### src/rtl/multicycle_controller_pkg.sv
// Shared control encodings for the RV32I datapath, plus the multi-cycle sequencer's
// state type and datapath select values.
package multicycle_controller_pkg;

    typedef enum logic [1:0] {
        MEM_IDLE  = 2'b00,
        MEM_READ  = 2'b01,
        MEM_WRITE = 2'b10
    } mem_op;

    typedef enum logic [2:0] {
        IMM_I = 3'd0,
        IMM_S = 3'd1,
        IMM_B = 3'd2,
        IMM_U = 3'd3,
        IMM_J = 3'd4
    } Imm_ex_op;

    typedef enum logic [3:0] {
        ALU_ADD  = 4'd0,
        ALU_SUB  = 4'd1,
        ALU_SLL  = 4'd2,
        ALU_SLT  = 4'd3,
        ALU_SLTU = 4'd4,
        ALU_XOR  = 4'd5,
        ALU_SRL  = 4'd6,
        ALU_SRA  = 4'd7,
        ALU_OR   = 4'd8,
        ALU_AND  = 4'd9
    } alu_op;

    // What the ALU is being used for; the decoder turns this plus funct fields into alu_op.
    typedef enum logic [1:0] {
        ALU_CLS_ADD = 2'd0,
        ALU_CLS_SUB = 2'd1,
        ALU_CLS_R   = 2'd2,
        ALU_CLS_I   = 2'd3
    } alu_class_t;

    typedef enum logic [3:0] {
        ST_FETCH   = 4'd0,
        ST_DECODE  = 4'd1,
        ST_EXEC_R  = 4'd2,
        ST_EXEC_I  = 4'd3,
        ST_MEM_ADR = 4'd4,
        ST_MEM_RD  = 4'd5,
        ST_MEM_WB  = 4'd6,
        ST_MEM_WR  = 4'd7,
        ST_BRANCH  = 4'd8,
        ST_ALU_WB  = 4'd9,
        ST_TRAP    = 4'd10
    } mc_state_t;

    localparam logic [6:0] OPC_R      = 7'b0110011;
    localparam logic [6:0] OPC_I      = 7'b0010011;
    localparam logic [6:0] OPC_LOAD   = 7'b0000011;
    localparam logic [6:0] OPC_STORE  = 7'b0100011;
    localparam logic [6:0] OPC_BRANCH = 7'b1100011;
    localparam logic [6:0] OPC_LUI    = 7'b0110111;
    localparam logic [6:0] OPC_AUIPC  = 7'b0010111;
    localparam logic [6:0] OPC_JAL    = 7'b1101111;

    localparam logic [1:0] SRC_A_PC    = 2'b00;
    localparam logic [1:0] SRC_A_OLDPC = 2'b01;
    localparam logic [1:0] SRC_A_RS1   = 2'b10;

    localparam logic [1:0] SRC_B_RS2   = 2'b00;
    localparam logic [1:0] SRC_B_IMM   = 2'b01;
    localparam logic [1:0] SRC_B_FOUR  = 2'b10;

    localparam logic [1:0] RES_ALU_OUT = 2'b00;
    localparam logic [1:0] RES_MEM     = 2'b01;
    localparam logic [1:0] RES_ALU     = 2'b10;

    localparam logic TRAP_ILLEGAL     = 1'b0;
    localparam logic TRAP_MEM_TIMEOUT = 1'b1;

    // Immediate format is a pure function of the opcode; unknown opcodes fall back to I.
    function automatic Imm_ex_op imm_format(input logic [6:0] opc);
        case (opc)
            OPC_STORE:          return IMM_S;
            OPC_BRANCH:         return IMM_B;
            OPC_LUI, OPC_AUIPC: return IMM_U;
            OPC_JAL:            return IMM_J;
            default:            return IMM_I;
        endcase
    endfunction

endpackage

### src/rtl/multicycle_controller_alu_decoder.sv
// Combinational ALU decoder: instruction class plus funct3/funct7_5 select the ALU operation.
module alu_decoder
    import multicycle_controller_pkg::*;
(
    input  logic [2:0] funct3_i,
    input  logic       funct7_5_i,
    input  alu_class_t alu_class_i,
    output alu_op      alu_ctrl_o
);

    logic alt_op;

    // Immediate ops only have an alternate form for shifts (srai); addi never subtracts.
    assign alt_op = funct7_5_i && ((alu_class_i == ALU_CLS_R) || (funct3_i == 3'b101));

    always_comb begin
        // NOTE: default first so every path assigns alu_ctrl_o and no latch is inferred.
        alu_ctrl_o = ALU_ADD;
        case (alu_class_i)
            ALU_CLS_ADD: alu_ctrl_o = ALU_ADD;
            ALU_CLS_SUB: alu_ctrl_o = ALU_SUB;
            ALU_CLS_R, ALU_CLS_I: begin
                case (funct3_i)
                    3'b000:  alu_ctrl_o = alt_op ? ALU_SUB : ALU_ADD;
                    3'b001:  alu_ctrl_o = ALU_SLL;
                    3'b010:  alu_ctrl_o = ALU_SLT;
                    3'b011:  alu_ctrl_o = ALU_SLTU;
                    3'b100:  alu_ctrl_o = ALU_XOR;
                    3'b101:  alu_ctrl_o = alt_op ? ALU_SRA : ALU_SRL;
                    3'b110:  alu_ctrl_o = ALU_OR;
                    default: alu_ctrl_o = ALU_AND;
                endcase
            end
            default: alu_ctrl_o = ALU_ADD;
        endcase
    end

endmodule

### src/rtl/multicycle_controller.sv
// Multi-cycle RV32I sequencer: steps the shared ALU, register file and memory port through
// FETCH/DECODE/EXEC/MEM/WB, trapping on illegal opcodes or memory timeouts.
module multicycle_controller
    import multicycle_controller_pkg::*;
#(
    parameter int unsigned MEM_TIMEOUT = 16
) (
    input  logic       clk,
    input  logic       rst,
    input  logic [6:0] opcode,
    input  logic [2:0] funct3,
    input  logic       funct7_5,
    input  logic       zero,
    input  logic       neg,
    input  logic       mem_ready,
    output logic       mem_req,
    output mem_op      mem_rdwr,
    output logic       pc_write,
    output logic       ir_write,
    output logic       adr_src,
    output logic [1:0] alu_src_a,
    output logic [1:0] alu_src_b,
    output logic [1:0] result_src,
    output logic       regwrite,
    output Imm_ex_op   imm_src,
    output alu_op      alu_ctrl,
    output logic       retire,
    output logic       trap,
    output logic       trap_cause
);

    localparam int unsigned CNT_W = $clog2(MEM_TIMEOUT + 1);

    mc_state_t  state_q, state_d;
    logic [CNT_W-1:0] wait_q, wait_d;
    logic       cause_q, cause_d;

    logic       in_mem_state;
    logic       timeout;
    logic       br_valid;
    logic       br_taken;
    alu_class_t alu_class;

    assign in_mem_state = (state_q == ST_FETCH) || (state_q == ST_MEM_RD) || (state_q == ST_MEM_WR);

    // wait_q holds the not-ready cycles already spent; this cycle would be number MEM_TIMEOUT.
    assign timeout = in_mem_state && !mem_ready && (wait_q >= CNT_W'(MEM_TIMEOUT - 1));

    always_comb begin
        br_valid = 1'b1;
        br_taken = 1'b0;
        case (funct3)
            3'b000:  br_taken = zero;
            3'b001:  br_taken = !zero;
            3'b100:  br_taken = neg;
            3'b101:  br_taken = !neg;
            default: br_valid = 1'b0;
        endcase
    end

    alu_decoder u_alu_decoder (
        .funct3_i    (funct3),
        .funct7_5_i  (funct7_5),
        .alu_class_i (alu_class),
        .alu_ctrl_o  (alu_ctrl)
    );

    always_ff @(posedge clk) begin
        // NOTE: sequential state uses non-blocking assignments so all registers update together.
        if (rst) begin
            state_q <= ST_FETCH;
            wait_q  <= '0;
            cause_q <= TRAP_ILLEGAL;
        end else begin
            state_q <= state_d;
            wait_q  <= wait_d;
            cause_q <= cause_d;
        end
    end

    always_comb begin
        state_d = state_q;
        cause_d = cause_q;
        case (state_q)
            ST_FETCH: begin
                if (mem_ready) begin
                    state_d = ST_DECODE;
                end else if (timeout) begin
                    state_d = ST_TRAP;
                    cause_d = TRAP_MEM_TIMEOUT;
                end
            end
            ST_DECODE: begin
                case (opcode)
                    OPC_R:               state_d = ST_EXEC_R;
                    OPC_I:               state_d = ST_EXEC_I;
                    OPC_LOAD, OPC_STORE: state_d = ST_MEM_ADR;
                    OPC_BRANCH:          state_d = ST_BRANCH;
                    default: begin
                        state_d = ST_TRAP;
                        cause_d = TRAP_ILLEGAL;
                    end
                endcase
            end
            ST_EXEC_R, ST_EXEC_I: state_d = ST_ALU_WB;
            ST_ALU_WB:            state_d = ST_FETCH;
            ST_MEM_ADR:           state_d = (opcode == OPC_STORE) ? ST_MEM_WR : ST_MEM_RD;
            ST_MEM_RD: begin
                if (mem_ready) begin
                    state_d = ST_MEM_WB;
                end else if (timeout) begin
                    state_d = ST_TRAP;
                    cause_d = TRAP_MEM_TIMEOUT;
                end
            end
            ST_MEM_WB: state_d = ST_FETCH;
            ST_MEM_WR: begin
                if (mem_ready) begin
                    state_d = ST_FETCH;
                end else if (timeout) begin
                    state_d = ST_TRAP;
                    cause_d = TRAP_MEM_TIMEOUT;
                end
            end
            ST_BRANCH: begin
                if (br_valid) begin
                    state_d = ST_FETCH;
                end else begin
                    state_d = ST_TRAP;
                    cause_d = TRAP_ILLEGAL;
                end
            end
            ST_TRAP: state_d = ST_TRAP;
            default: state_d = ST_FETCH;
        endcase
    end

    // Staying in a request state only happens while waiting; any transition restarts the count.
    assign wait_d = (in_mem_state && (state_d == state_q)) ? wait_q + CNT_W'(1) : '0;

    always_comb begin
        mem_req    = 1'b0;
        mem_rdwr   = MEM_IDLE;
        pc_write   = 1'b0;
        ir_write   = 1'b0;
        adr_src    = 1'b0;
        alu_src_a  = SRC_A_PC;
        alu_src_b  = SRC_B_RS2;
        result_src = RES_ALU_OUT;
        regwrite   = 1'b0;
        alu_class  = ALU_CLS_ADD;
        retire     = 1'b0;
        trap       = 1'b0;
        trap_cause = 1'b0;
        imm_src    = IMM_I;
        if (!rst) begin
            imm_src = imm_format(opcode);
            case (state_q)
                ST_FETCH: begin
                    mem_req    = 1'b1;
                    mem_rdwr   = MEM_READ;
                    alu_src_a  = SRC_A_PC;
                    alu_src_b  = SRC_B_FOUR;
                    result_src = RES_ALU;
                    ir_write   = mem_ready;
                    pc_write   = mem_ready;
                end
                ST_DECODE: begin
                    alu_src_a = SRC_A_OLDPC;
                    alu_src_b = SRC_B_IMM;
                end
                ST_EXEC_R: begin
                    alu_src_a = SRC_A_RS1;
                    alu_src_b = SRC_B_RS2;
                    alu_class = ALU_CLS_R;
                end
                ST_EXEC_I: begin
                    alu_src_a = SRC_A_RS1;
                    alu_src_b = SRC_B_IMM;
                    alu_class = ALU_CLS_I;
                end
                ST_ALU_WB: begin
                    result_src = RES_ALU_OUT;
                    regwrite   = 1'b1;
                    retire     = 1'b1;
                end
                ST_MEM_ADR: begin
                    alu_src_a = SRC_A_RS1;
                    alu_src_b = SRC_B_IMM;
                end
                ST_MEM_RD: begin
                    mem_req  = 1'b1;
                    mem_rdwr = MEM_READ;
                    adr_src  = 1'b1;
                end
                ST_MEM_WB: begin
                    result_src = RES_MEM;
                    regwrite   = 1'b1;
                    retire     = 1'b1;
                end
                ST_MEM_WR: begin
                    mem_req  = 1'b1;
                    mem_rdwr = MEM_WRITE;
                    adr_src  = 1'b1;
                    retire   = mem_ready;
                end
                ST_BRANCH: begin
                    alu_src_a  = SRC_A_RS1;
                    alu_src_b  = SRC_B_RS2;
                    alu_class  = ALU_CLS_SUB;
                    result_src = RES_ALU_OUT;
                    pc_write   = br_valid && br_taken;
                    retire     = br_valid;
                end
                ST_TRAP: begin
                    trap       = 1'b1;
                    trap_cause = cause_q;
                end
                default: ;
            endcase
        end
    end

endmodule

### config.mk
export PLATFORM = sky130hd
export DESIGN_NAME = multicycle_controller
export DESIGN_NICKNAME = d
export VERILOG_FILES = /design/src/rtl/multicycle_controller_pkg.sv /design/src/rtl/multicycle_controller_alu_decoder.sv /design/src/rtl/multicycle_controller.sv
export SDC_FILE = /design/constraint.sdc
export NUM_CORES = 1
export LEC_CHECK = 0
export ABC_AREA = 1
export CAP_MARGIN = 20
export CORE_ASPECT_RATIO = 1.5
export CORE_MARGIN = 8
export CORE_UTILIZATION = 45
export CTS_CLUSTER_DIAMETER = 50
export DETAILED_ROUTE_END_ITERATION = 10
export DONT_BUFFER_PORTS = 1
export PLACE_DENSITY_LB_ADDON = 0.08
export SETUP_SLACK_MARGIN = 0.1
export SKIP_LAST_GASP = 1
export SLEW_MARGIN = 10
export SYNTH_ARGS = -nofsm -noshare
export SYNTH_HDL_FRONTEND = slang
export SYNTH_SLANG_ARGS = --single-unit
### constraint.sdc
create_clock -name clk -period 1.76 [get_ports clk]
set_input_delay 0.528 -clock clk [delete_from_list [all_inputs] [get_ports clk]]
set_output_delay 0.528 -clock clk [all_outputs]
set_load 0.1 [all_outputs]
==> flow_metrics.env, run 1 <==
export IMPL_syn_inst=186
export IMPL_synth_distinct_cells=25
export IMPL_clockBufferDepth=2
export IMPL_synth_area_mm2=0.00103
export IMPL_die_h_um=74.7
export IMPL_ys_seq_area_frac=0.194
export IMPL_pre_cts_ws_ns=-0.442
export IMPL_io_buffer_count=0
export IMPL_dp_hpwl_um=4400
export IMPL_cts_sinks=10
export IMPL_rows=21
export IMPL_post_cts_setup_buffer_count=6
export IMPL_status="did not finish"
export IMPL_dp_cells=263
export IMPL_synth_seq_cells=10
export IMPL_numCtsBuffers=3
export IMPL_h_tree_depth=1
export IMPL_initial_utilization=0.468
export IMPL_yosysWarnings=0
export IMPL_io_pins=39
export IMPL_cts_resized=67
export IMPL_error="[ERROR DPL-0038] Utilization greater than 100%, impossible to legalize"
export IMPL_cts_root_buf="clkbuf_4"
export IMPL_haltStage="4_1_cts"
export IMPL_synth_fp_nets=204
export IMPL_hold_buffers=0
export IMPL_die_w_um=55.1
export IMPL_syn_avg_cell_area_um2=5.55
export IMPL_gp_congestion=0.897
==> per-stage QoR <==
stage	area, um2	setup TNS, ns
2_1_floorplan	1400	-4.03
3_3_place_gp	2090	-1.13
3_5_place_dp	2090	-3.30
==> cell families after synthesis <==
logic type	count (synthesis)	synth area share
AND/OR/NAND/NOR	111	0.496
buffers and inverters	35	0.131
AO/OA/AOI/OAI	27	0.147
flip-flops	10	0.194
adder cells (fa/ha/maj)	2	0.0242
XOR/XNOR	1	0.00849
==> cell usage after synthesis <==
cell | number | area (um2)
nor2_1 | 38 | 143
nand2_1 | 37 | 139
inv_1 | 25 | 93.8
a21oi_1 | 13 | 65.1
nand3_1 | 13 | 65.1
dfxtp_1 | 10 | 200
nand2_2 | 8 | 50.1
inv_2 | 7 | 26.3
a31oi_1 | 4 | 25.0
nor2_2 | 4 | 25.0
o21ai_0 | 4 | 20.0
nor3_1 | 3 | 15.0
o211ai_1 | 3 | 22.5
clkbuf_1 | 2 | 7.51
ha_1 | 2 | 25.0
nand3_2 | 2 | 20.0
nand4_1 | 2 | 12.5
o21ai_1 | 2 | 10.0
buf_4 | 1 | 7.51
nand3_4 | 1 | 17.5
nor2_4 | 1 | 11.3
nor3b_1 | 1 | 7.51
o311ai_0 | 1 | 8.76
or3_1 | 1 | 6.26
xnor2_1 | 1 | 8.76
==> inputs of run 2 (changes only) <==
--- a/config.mk
+++ b/config.mk
@@ -7,14 +7,11 @@
 export LEC_CHECK = 0
 export ABC_AREA = 1
 export CAP_MARGIN = 20
-export CORE_ASPECT_RATIO = 1.5
-export CORE_MARGIN = 8
-export CORE_UTILIZATION = 45
-export CTS_CLUSTER_DIAMETER = 50
+export CORE_AREA = 8 8 69 71
 export DETAILED_ROUTE_END_ITERATION = 10
+export DIE_AREA = 0 0 77 79
 export DONT_BUFFER_PORTS = 1
-export PLACE_DENSITY_LB_ADDON = 0.08
-export SETUP_SLACK_MARGIN = 0.1
+export PLACE_DENSITY_LB_ADDON = 0.15
 export SKIP_LAST_GASP = 1
 export SLEW_MARGIN = 10
 export SYNTH_ARGS = -nofsm -noshare
==> flow_metrics.env, run 2 <==
export IMPL_status="finished, violations left"
export IMPL_violations="negative setup slack"
export IMPL_path_cells="inv_2 -> buf_6 -> nand2_8 -> buf_4 -> nor2_4 -> nor2_1 -> nor2_4 -> buf_12"
export IMPL_setup_violations_final=27
export IMPL_rsz0062_at_grt="true"
export IMPL_switchingPower_mw=2.35
export IMPL_clockBufferDepth=2
export IMPL_power_frac_comb=0.842
export IMPL_p_leak_nw=1.04
export IMPL_numCtsBuffers=3
export IMPL_cp_max_fo=5
export IMPL_synth_fp_nets=204
export IMPL_initial_utilization=0.272
export IMPL_cts_root_buf="clkbuf_8"
export IMPL_clock_skew_ns=0.00470
export IMPL_grt_pass1_wl_um=6650
export IMPL_clock_latency_ns=0.24
export IMPL_wl_um=4120
export IMPL_top_regs="wait_q: 5 flops, state_q: 4 flops, cause_q: 1 flops"
export IMPL_drt_initial_drc_count=39
export IMPL_synth_edf_count=0
export IMPL_setup_ws_ns=-0.279
export IMPL_diodes=0
export IMPL_power_density_mw_per_mm2=1700
export IMPL_fill_cells=318
export IMPL_largest_register_ffs=5
export IMPL_top_register="wait_q"
export IMPL_layout_area_overhead_vs_synth_pct=143
export IMPL_critPathRequiredTime_ns=1.23
export IMPL_fin_tns_setup_ns=-4.89
export IMPL_hold_worst_slack_ns=0.354
export IMPL_slowest_delay_ns=0.33
export IMPL_ys_seq_area_frac=0.194
export IMPL_die_h_um=79
export IMPL_h_tree_depth=1
export IMPL_die_area_mm2=0.00608
export IMPL_arrival_ns=1.51
export IMPL_synthTopCellsByCount="nor2_1 (38), nand2_1 (37), inv_1 (25), a21oi_1 (13), nand3_1 (13)"
export IMPL_nNetsFinal=276
export IMPL_max_freq_mhz=490
export IMPL_final_cell_mix="buf_4 (38), nand2_1 (22), buf_12 (22)"
export IMPL_wl_per_cell_um=13.4
export IMPL_synth_area_mm2=0.00103
export IMPL_clk_pin_slew_ns=0.05
export IMPL_vias=1483
export IMPL_grt_usage=0.132
export IMPL_swShare=0.550
export IMPL_hold_violations=0
export IMPL_critPathSlowestCell="dfxtp_2"
export IMPL_synthMostInstantiatedCell="nor2_1"
export IMPL_dp_hpwl_um=3260
export IMPL_slew_headroom=0.793
export IMPL_io_pins=39
export IMPL_maxSlewViolCount=0
export IMPL_timing_critical_path_mode_cell="nor2_4"
export IMPL_synth_seq_cells=10
export IMPL_dp_cells=292
export IMPL_core_area_mm2=0.00380
export IMPL_die_w_um=77
export IMPL_yosys_top_cells_area="dfxtp_1 (19%), nor2_1 (14%), nand2_1 (13%)"
export IMPL_synth_top_flop_cell="dfxtp_1"
export IMPL_pwr_share_clk=0.067
export IMPL_hold_path_class="input pin to flop"
export IMPL_synth_async_sr_flop_share=0
export IMPL_worstSetupStartpointType="flop"
export IMPL_final_util=0.661
export IMPL_first_pass_iters=4
export IMPL_yosysWarnings=0
export IMPL_yosys_area_top_type="dfxtp_1"
export IMPL_synth_distinct_cells=25
export IMPL_cts_tree="yes"
export IMPL_drc=0
export IMPL_viasPerCell=4.83
export IMPL_seqPwrFrac=0.090
export IMPL_rows=23
export IMPL_syn_avg_cell_area_um2=5.55
export IMPL_end_kind="output port"
export IMPL_final_antenna_net_count=0
export IMPL_cap_viol_max_count=0
export IMPL_gp_congestion=0.829
export IMPL_antenna_found_initial=0
export IMPL_syn_inst=186
export IMPL_grt_overflow_total=0
export IMPL_intPower_mw=1.92
export IMPL_peakVddDrop_mv=1.02
export IMPL_final_common_cell="buf_4"
export IMPL_worstSetupPathType="flop to output port"
export IMPL_drive_gt1_frac=0.665
export IMPL_worst_slew_pin_slew_ns=0.310
export IMPL_grt_max_degree=25
export IMPL_io_buffer_count=0
export IMPL_pre_cts_ws_ns=-0.176
export IMPL_fin_crit_ns=2.04
export IMPL_synth_top_cell_area_share=0.194
export IMPL_instances_no_fill=307
export IMPL_cts_sinks=10
export IMPL_min_period_over_period=1.16
export IMPL_grt_pass1_vias=1489
==> run 2: final cells by class <==
class / count / area, um2 / share of cell area
inverters: 32 / 165 / 0.0658
flip-flops and latches: 10 / 211 / 0.0842
multi-input cells: 141 / 1180 / 0.469
repair buffers: 70 / 838 / 0.334
clock buffers: 4 / 55.1 / 0.0219
well taps: 50 / 62.6 / 0.0249
==> run 2: what timing repair did <==
item | CTS | global route
cloned | 0 | 0
resized for setup | 36 | 30
endpoints found under the setup margin | 27 | 27
hold buffers | 0 | 0
setup buffers | 2 | 9
pin swaps | 16 | 18
endpoints found under the hold margin | 0 | 0
==> run 2: worst max-delay path, delay by kind of cell (launching register included) <==
kind / cells / cell delay, ns
flops: 1 / 0.33
simple gates: 4 / 0.38
buf+inv: 4 / 0.56
==> run 2: cell families after synthesis <==
kind of cell / count (synthesis) / synth area share
xor+xnor: 1 / 0.00849
compound gates: 27 / 0.147
simple gates: 111 / 0.496
buf+inv: 35 / 0.131
fa+ha+maj: 2 / 0.0242
flops: 10 / 0.194
==> run 2: stage by stage <==
step	instance area [um2]	power, mW
floorplan	1400	2.36
global placement	2130	3.34
detailed placement	2130	3.37
CTS	2310	3.88
global route	2510	4.50
finish	2510	4.27
==> run 2: path summary, 6_finish.rpt <==
path / slack (ns) / depth (start not counted) / startpoint / to
setup / recovery: -0.28 / 8 / state_q[3] / mem_rdwr[0]
hold / removal: 0.35 / 1 / rst / state_q[0]
setup reg to reg: -0.05 / 15 / state_q[2] / wait_q[0]
hold reg to reg: 0.48 / 2 / cause_q / cause_q
==> run 2: routing by layer <==
layer  track usage  wire length (um)  up-vias
li1              -                 -      737
met1         0.132              1460      699
met2         0.252              2320       45
met3        0.0429               310        2
met4        0.0396                36        0
met5             0                 0        -
==> run 2: power groups by stage <==
stage / Clock, mW / Sequential, mW / Combinational [mW]
3_3_place_gp: 0 / 0.362 / 2.98
6_report: 0.288 / 0.385 / 3.60
5_1_grt: 0.302 / 0.395 / 3.80
3_5_place_dp: 0 / 0.366 / 3.00
2_1_floorplan: 0 / 0.372 / 1.99
4_1_cts: 0.295 / 0.375 / 3.21
(Power assumes the default switching activity.)
==> inputs of run 3 (changes only) <==
==> constraint.sdc (replaced) <==
create_clock -name clk -period 1.8 [get_ports clk]
set_input_delay 0.54 -clock clk [delete_from_list [all_inputs] [get_ports clk]]
set_output_delay 0.54 -clock clk [all_outputs]
set_load 0.1 [all_outputs]
==> flow_metrics.env, run 3 (synthesis gave the netlist of run 2 again) <==
export IMPL_status="finished, violations left"
export IMPL_violations="negative setup slack"
export IMPL_drc=0
export IMPL_slew_headroom=0.812
export IMPL_cts_sinks=10
export IMPL_met2WireLength_um=2170
export IMPL_numCtsBuffers=3
export IMPL_grt_max_degree=25
export IMPL_first_pass_iters=4
export IMPL_clk_pin_slew_ns=0.06
export IMPL_wl_met1_um=1500
export IMPL_h_tree_depth=1
export IMPL_wl_per_cell_um=13.2
export IMPL_fin_crit_ns=2.09
export IMPL_maxUsedRoutingLayer="met4"
export IMPL_arrival_ns=1.55
export IMPL_top_regs="wait_q: 5 flops, state_q: 4 flops, cause_q: 1 flops"
export IMPL_final_area_mm2=0.00242
export IMPL_p_leak_nw=0.983
export IMPL_dp_hpwl_um=3070
export IMPL_setup_ws_ns=-0.293
export IMPL_max_freq_mhz=478
export IMPL_die_area_mm2=0.00608
export IMPL_cts_root_buf="clkbuf_8"
export IMPL_initial_utilization=0.272
export IMPL_drt_initial_drc_count=28
export IMPL_clock_latency_ns=0.25
export IMPL_critPathBufInv=4
export IMPL_fill_cells=344
export IMPL_final_common_cell="buf_4"
export IMPL_end_kind="output port"
export IMPL_io_pins=39
export IMPL_rows=23
export IMPL_intPower_mw=1.79
export IMPL_clockBufferDepth=2
export IMPL_dpl_cell_area_mm2=0.00208
export IMPL_slowest_delay_ns=0.33
export IMPL_final_util=0.636
export IMPL_setup_violations_final=22
export IMPL_seqPwrFrac=0.097
export IMPL_critPathRequiredTime_ns=1.26
export IMPL_pre_cts_ws_ns=-0.172
export IMPL_worstSetupPathType="flop to output port"
export IMPL_clock_skew_ns=0.00779
export IMPL_grt_overflow_total=0
export IMPL_hold_buffers=0
export IMPL_layout_area_overhead_vs_synth_pct=134
export IMPL_critPathSlowestCell="dfxtp_2"
export IMPL_cts_tree="yes"
export IMPL_power_density_mw_per_mm2=1670
export IMPL_cp_max_fo=5
export IMPL_antenna_found_initial=0
export IMPL_nNetsFinal=267
export IMPL_core_area_mm2=0.00380
export IMPL_wl_um=3930
export IMPL_maxSlewViolCount=0
export IMPL_wl_met3_um=201
export IMPL_min_period_over_period=1.16
export IMPL_viasPerCell=4.71
export IMPL_final_cell_mix="buf_4 (31), nand2_1 (25), buf_12 (22)"
export IMPL_vias=1404
export IMPL_diodes=0
export IMPL_worstSetupStartpointType="flop"
export IMPL_path_cells="inv_2 -> buf_6 -> nand2_8 -> inv_6 -> nand4_1 -> a31oi_4 -> buf_12"
export IMPL_peakVddDrop_mv=0.997
export IMPL_worst_slew_pin_slew_ns=0.281
export IMPL_grt_usage=0.127
export IMPL_total_power_mw=4.05
export IMPL_cp_top_family="buffers and inverters"
export IMPL_gp_congestion=0.858
export IMPL_io_buffer_count=0
export IMPL_hold_violations=0
export IMPL_die_w_um=77
export IMPL_swShare=0.557
export IMPL_final_antenna_net_count=0
export IMPL_top_register="wait_q"
export IMPL_rsz0062_at_grt="true"
export IMPL_grt_pass1_vias=1481
export IMPL_pwr_share_clk=0.073
export IMPL_hold_path_class="input pin to flop"
export IMPL_grt_pass1_wl_um=6440
export IMPL_cap_viol_max_count=0
export IMPL_die_h_um=79
export IMPL_drive_gt1_frac=0.645
export IMPL_hold_worst_slack_ns=0.359
export IMPL_power_frac_comb=0.829
export IMPL_switchingPower_mw=2.25
export IMPL_largest_register_ffs=5
-- run 3: cell count changes in the layout (fill, tap and decap cells not counted), moves of 2 or more --
cell,before,now
dfxtp_4,2,4
nor2_4,20,18
nor2_2,5,7
nand2_1,22,25
buf_4,38,31
buf_6,10,8
nand2_2,11,9
nand2_4,10,8
-- run 3: worst register-to-register path, cell delays in order (launching register included) --
cell and delay [ns]:
dfxtp_2 0.35, inv_2 0.05, buf_6 0.13, buf_6 0.11
nand3_4 0.11, buf_4 0.15, nand2_4 0.06, nand2_1 0.06
nand2_1 0.09, nand2_4 0.09, nand2_2 0.05, nand2_1 0.05
nand2_1 0.05, nor2_2 0.09, nand3_2 0.12, nor2_1 0.11
-- run 3: final timing paths --
| kind | slack [ns] | endpoint | cells after the start | from |
|---|---|---|---|---|
| worst min-delay path | 0.36 | state_q[2] | 1 | rst |
| worst max register to register | 0.05 | wait_q[0] | 15 | state_q[3] |
| worst min register to register | 0.48 | cause_q | 2 | cause_q |
| worst max-delay path | -0.29 | retire | 7 | state_q[3] |
-- run 3: repair_timing --
| item | CTS | global route |
|---|---|---|
| pin swaps | 12 | 18 |
| endpoints found under the setup margin | 22 | 27 |
| setup buffers | 1 | 7 |
| resized for setup | 25 | 38 |
-- run 3: routing by layer --
| metal | track usage | vias to the layer above |
|---|---|---|
| met5 | 0 | - |
| met2 | 0.239 | 28 |
| met1 | 0.133 | 652 |
| li1 | - | 719 |
| met3 | 0.0339 | 5 |
| met4 | 0.0509 | 0 |
-- run 3: power groups by stage --
stage / Clock (mW) / Combinational, mW / Sequential, mW
4_1_cts: 0.303 / 2.98 / 0.360
5_1_grt: 0.316 / 3.54 / 0.400
6_report: 0.297 / 3.35 / 0.394
2_1_floorplan: 0 / 1.93 / 0.358
3_3_place_gp: 0 / 2.84 / 0.356
3_5_place_dp: 0 / 2.85 / 0.358
-- run 3: area by class of cell --
type                       instances  area [um2]  share of cell area
inverter                          32         163              0.0673
clock buffer                       4        55.1              0.0228
tap                               50        62.6              0.0259
multi-input combinational        141        1150               0.478
sequential                        10         218              0.0901
timing repair buffer              61         763               0.316
-- run 3: per-stage QoR --
stage,setup TNS (ns),std cells
floorplan,-3.67,186
global placement,-1.13,287
detailed placement,-1.26,287
CTS,-4.10,292
global route,-5.12,298
finish,-3.63,298
==> inputs of run 4 (changes only) <==
--- a/config.mk
+++ b/config.mk
@@ -12,6 +12,7 @@
 export DIE_AREA = 0 0 77 79
 export DONT_BUFFER_PORTS = 1
 export PLACE_DENSITY_LB_ADDON = 0.15
+export REMOVE_ABC_BUFFERS = 1
 export SKIP_LAST_GASP = 1
 export SLEW_MARGIN = 10
 export SYNTH_ARGS = -nofsm -noshare
==> flow_metrics.env, run 4 (synthesis gave the netlist of run 2 again) <==
export IMPL_hold_violations=0
export IMPL_cp_max_fo=4
export IMPL_io_pins=39
export IMPL_drt_initial_drc_count=60
export IMPL_maxUsedRoutingLayer="met4"
export IMPL_final_util=0.656
export IMPL_dp_cells=295
export IMPL_dpl_cell_area_mm2=0.00193
export IMPL_layout_area_overhead_vs_synth_pct=141
export IMPL_slowest_delay_ns=0.36
export IMPL_vias=1538
export IMPL_die_h_um=79
export IMPL_grt_pass1_vias=1575
export IMPL_reg2reg_setup_slack_ns=-0.11
export IMPL_violations="negative setup slack"
export IMPL_die_area_mm2=0.00608
export IMPL_cts_root_buf="clkbuf_8"
export IMPL_hold_worst_slack_ns=0.367
export IMPL_min_period_over_period=1.16
export IMPL_path_cells="inv_2 -> nor2_2 -> buf_4 -> buf_4 -> nand2_1 -> nor3b_2 -> clkbuf_16"
export IMPL_slew_headroom=0.786
export IMPL_timing_critical_path_mode_cell="buf_4"
export IMPL_wl_um=4430
export IMPL_top_register="wait_q"
export IMPL_wl_met1_um=1710
export IMPL_first_pass_iters=4
export IMPL_grt_pass1_wl_um=7030
export IMPL_antenna_found_initial=0
export IMPL_cp_top_family="buffers and inverters"
export IMPL_worstSetupStartpointType="flop"
export IMPL_viasPerCell=4.85
export IMPL_drive_gt1_frac=0.644
export IMPL_setup_violations_final=27
export IMPL_rsz0062_at_grt="true"
export IMPL_multiInputGateArea_mm2=0.00110
export IMPL_gp_congestion=0.841
export IMPL_final_antenna_net_count=0
export IMPL_grt_usage=0.139
export IMPL_top_regs="wait_q: 5 flops, state_q: 4 flops, cause_q: 1 flops"
export IMPL_arrival_ns=1.55
export IMPL_instances_no_fill=317
export IMPL_cts_tree="yes"
export IMPL_critPathRequiredTime_ns=1.26
export IMPL_h_tree_depth=1
export IMPL_clock_skew_ns=0.00325
export IMPL_final_area_mm2=0.00249
export IMPL_cts_sinks=10
export IMPL_hold_path_class="input pin to flop"
export IMPL_diodes=0
export IMPL_worstSetupPathType="flop to output port"
export IMPL_clock_latency_ns=0.24
export IMPL_drc=0
export IMPL_numCtsBuffers=3
export IMPL_grt_overflow_total=0
export IMPL_setup_ws_ns=-0.293
export IMPL_worst_slew_pin_slew_ns=0.319
export IMPL_dp_hpwl_um=3070
export IMPL_met2WireLength_um=2320
export IMPL_wl_per_cell_um=14.0
export IMPL_critPathSlowestCell="dfxtp_4"
export IMPL_io_buffer_count=0
export IMPL_final_cell_mix="buf_4 (51), nand2_1 (28), buf_12 (20)"
export IMPL_power_density_mw_per_mm2=1730
export IMPL_critPathBufInv=4
export IMPL_max_freq_mhz=478
export IMPL_final_common_cell="buf_4"
export IMPL_fin_tns_setup_ns=-4.84
export IMPL_core_area_mm2=0.00380
export IMPL_fin_crit_ns=2.09
export IMPL_largest_register_ffs=5
export IMPL_status="finished, violations left"
export IMPL_fill_cells=297
export IMPL_maxSlewViolCount=0
export IMPL_wl_met3_um=287
export IMPL_end_kind="output port"
export IMPL_initial_utilization=0.272
export IMPL_rows=23
export IMPL_peakVddDrop_mv=1.26
export IMPL_clk_pin_slew_ns=0.05
export IMPL_die_w_um=77
export IMPL_clockBufferDepth=2
export IMPL_p_leak_nw=1.07
export IMPL_cap_viol_max_count=0
export IMPL_nNetsFinal=286
export IMPL_seq_area_um2=216
export IMPL_grt_max_degree=25
## run 4: cell types whose count changed in the layout (fill, tap and decap cells not counted), moves of 3 or more
cell | before | now
clkbuf_16 | 0 | 3
nor2_2 | 7 | 11
buf_4 | 31 | 51
nand2_1 | 25 | 28
inv_1 | 13 | 16
inv_2 | 10 | 13
## run 4: final cells by class
class / instances / area share
tap: 50 / 0.0251
inverter: 32 / 0.0532
multi-input combinational: 141 / 0.441
sequential: 10 / 0.0868
timing repair buffer: 80 / 0.371
clock buffer: 4 / 0.0221
## run 4: path summary, 6_finish.rpt
path                                 start    endpoint  cells past startpoint
worst max-delay path            state_q[3]  trap_cause                      7
worst min-delay path                   rst  state_q[1]                      1
worst max register to register  state_q[3]   wait_q[3]                     15
worst min register to register   wait_q[0]   wait_q[0]                      1
## run 4: through the flow
step	total power, mW	setup WS, ns
floorplan	1.94	-1.84
global placement	3.13	-0.227
detailed placement	3.16	-0.294
CTS	3.99	-0.319
global route	4.52	-0.353
finish	4.30	-0.293
## run 4: where the power goes
| group | leakage [nW] | internal [mW] | switching (mW) | total (mW) |
|---|---|---|---|---|
| Clock | 0.0288 | 0.193 | 0.0951 | 0.288 |
| Sequential | 0.0845 | 0.302 | 0.0976 | 0.400 |
| Combinational | 0.953 | 1.48 | 2.14 | 3.61 |
| Total | 1.07 | 1.97 | 2.33 | 4.30 |
## run 4: timing repair
action / 4_1_cts / 5_1_grt
resized for setup: 65 / 34
pin swaps: 25 / 30
hold buffers: 0 / 0
buffers inserted: 18 / 4
setup endpoints to repair: 23 / 28
## run 4: routing by layer
metal / vias to the layer above / track usage
li1: 758 / -
met1: 711 / 0.139
met2: 56 / 0.263
met3: 13 / 0.0418
met4: 0 / 0.0566
met5: - / 0
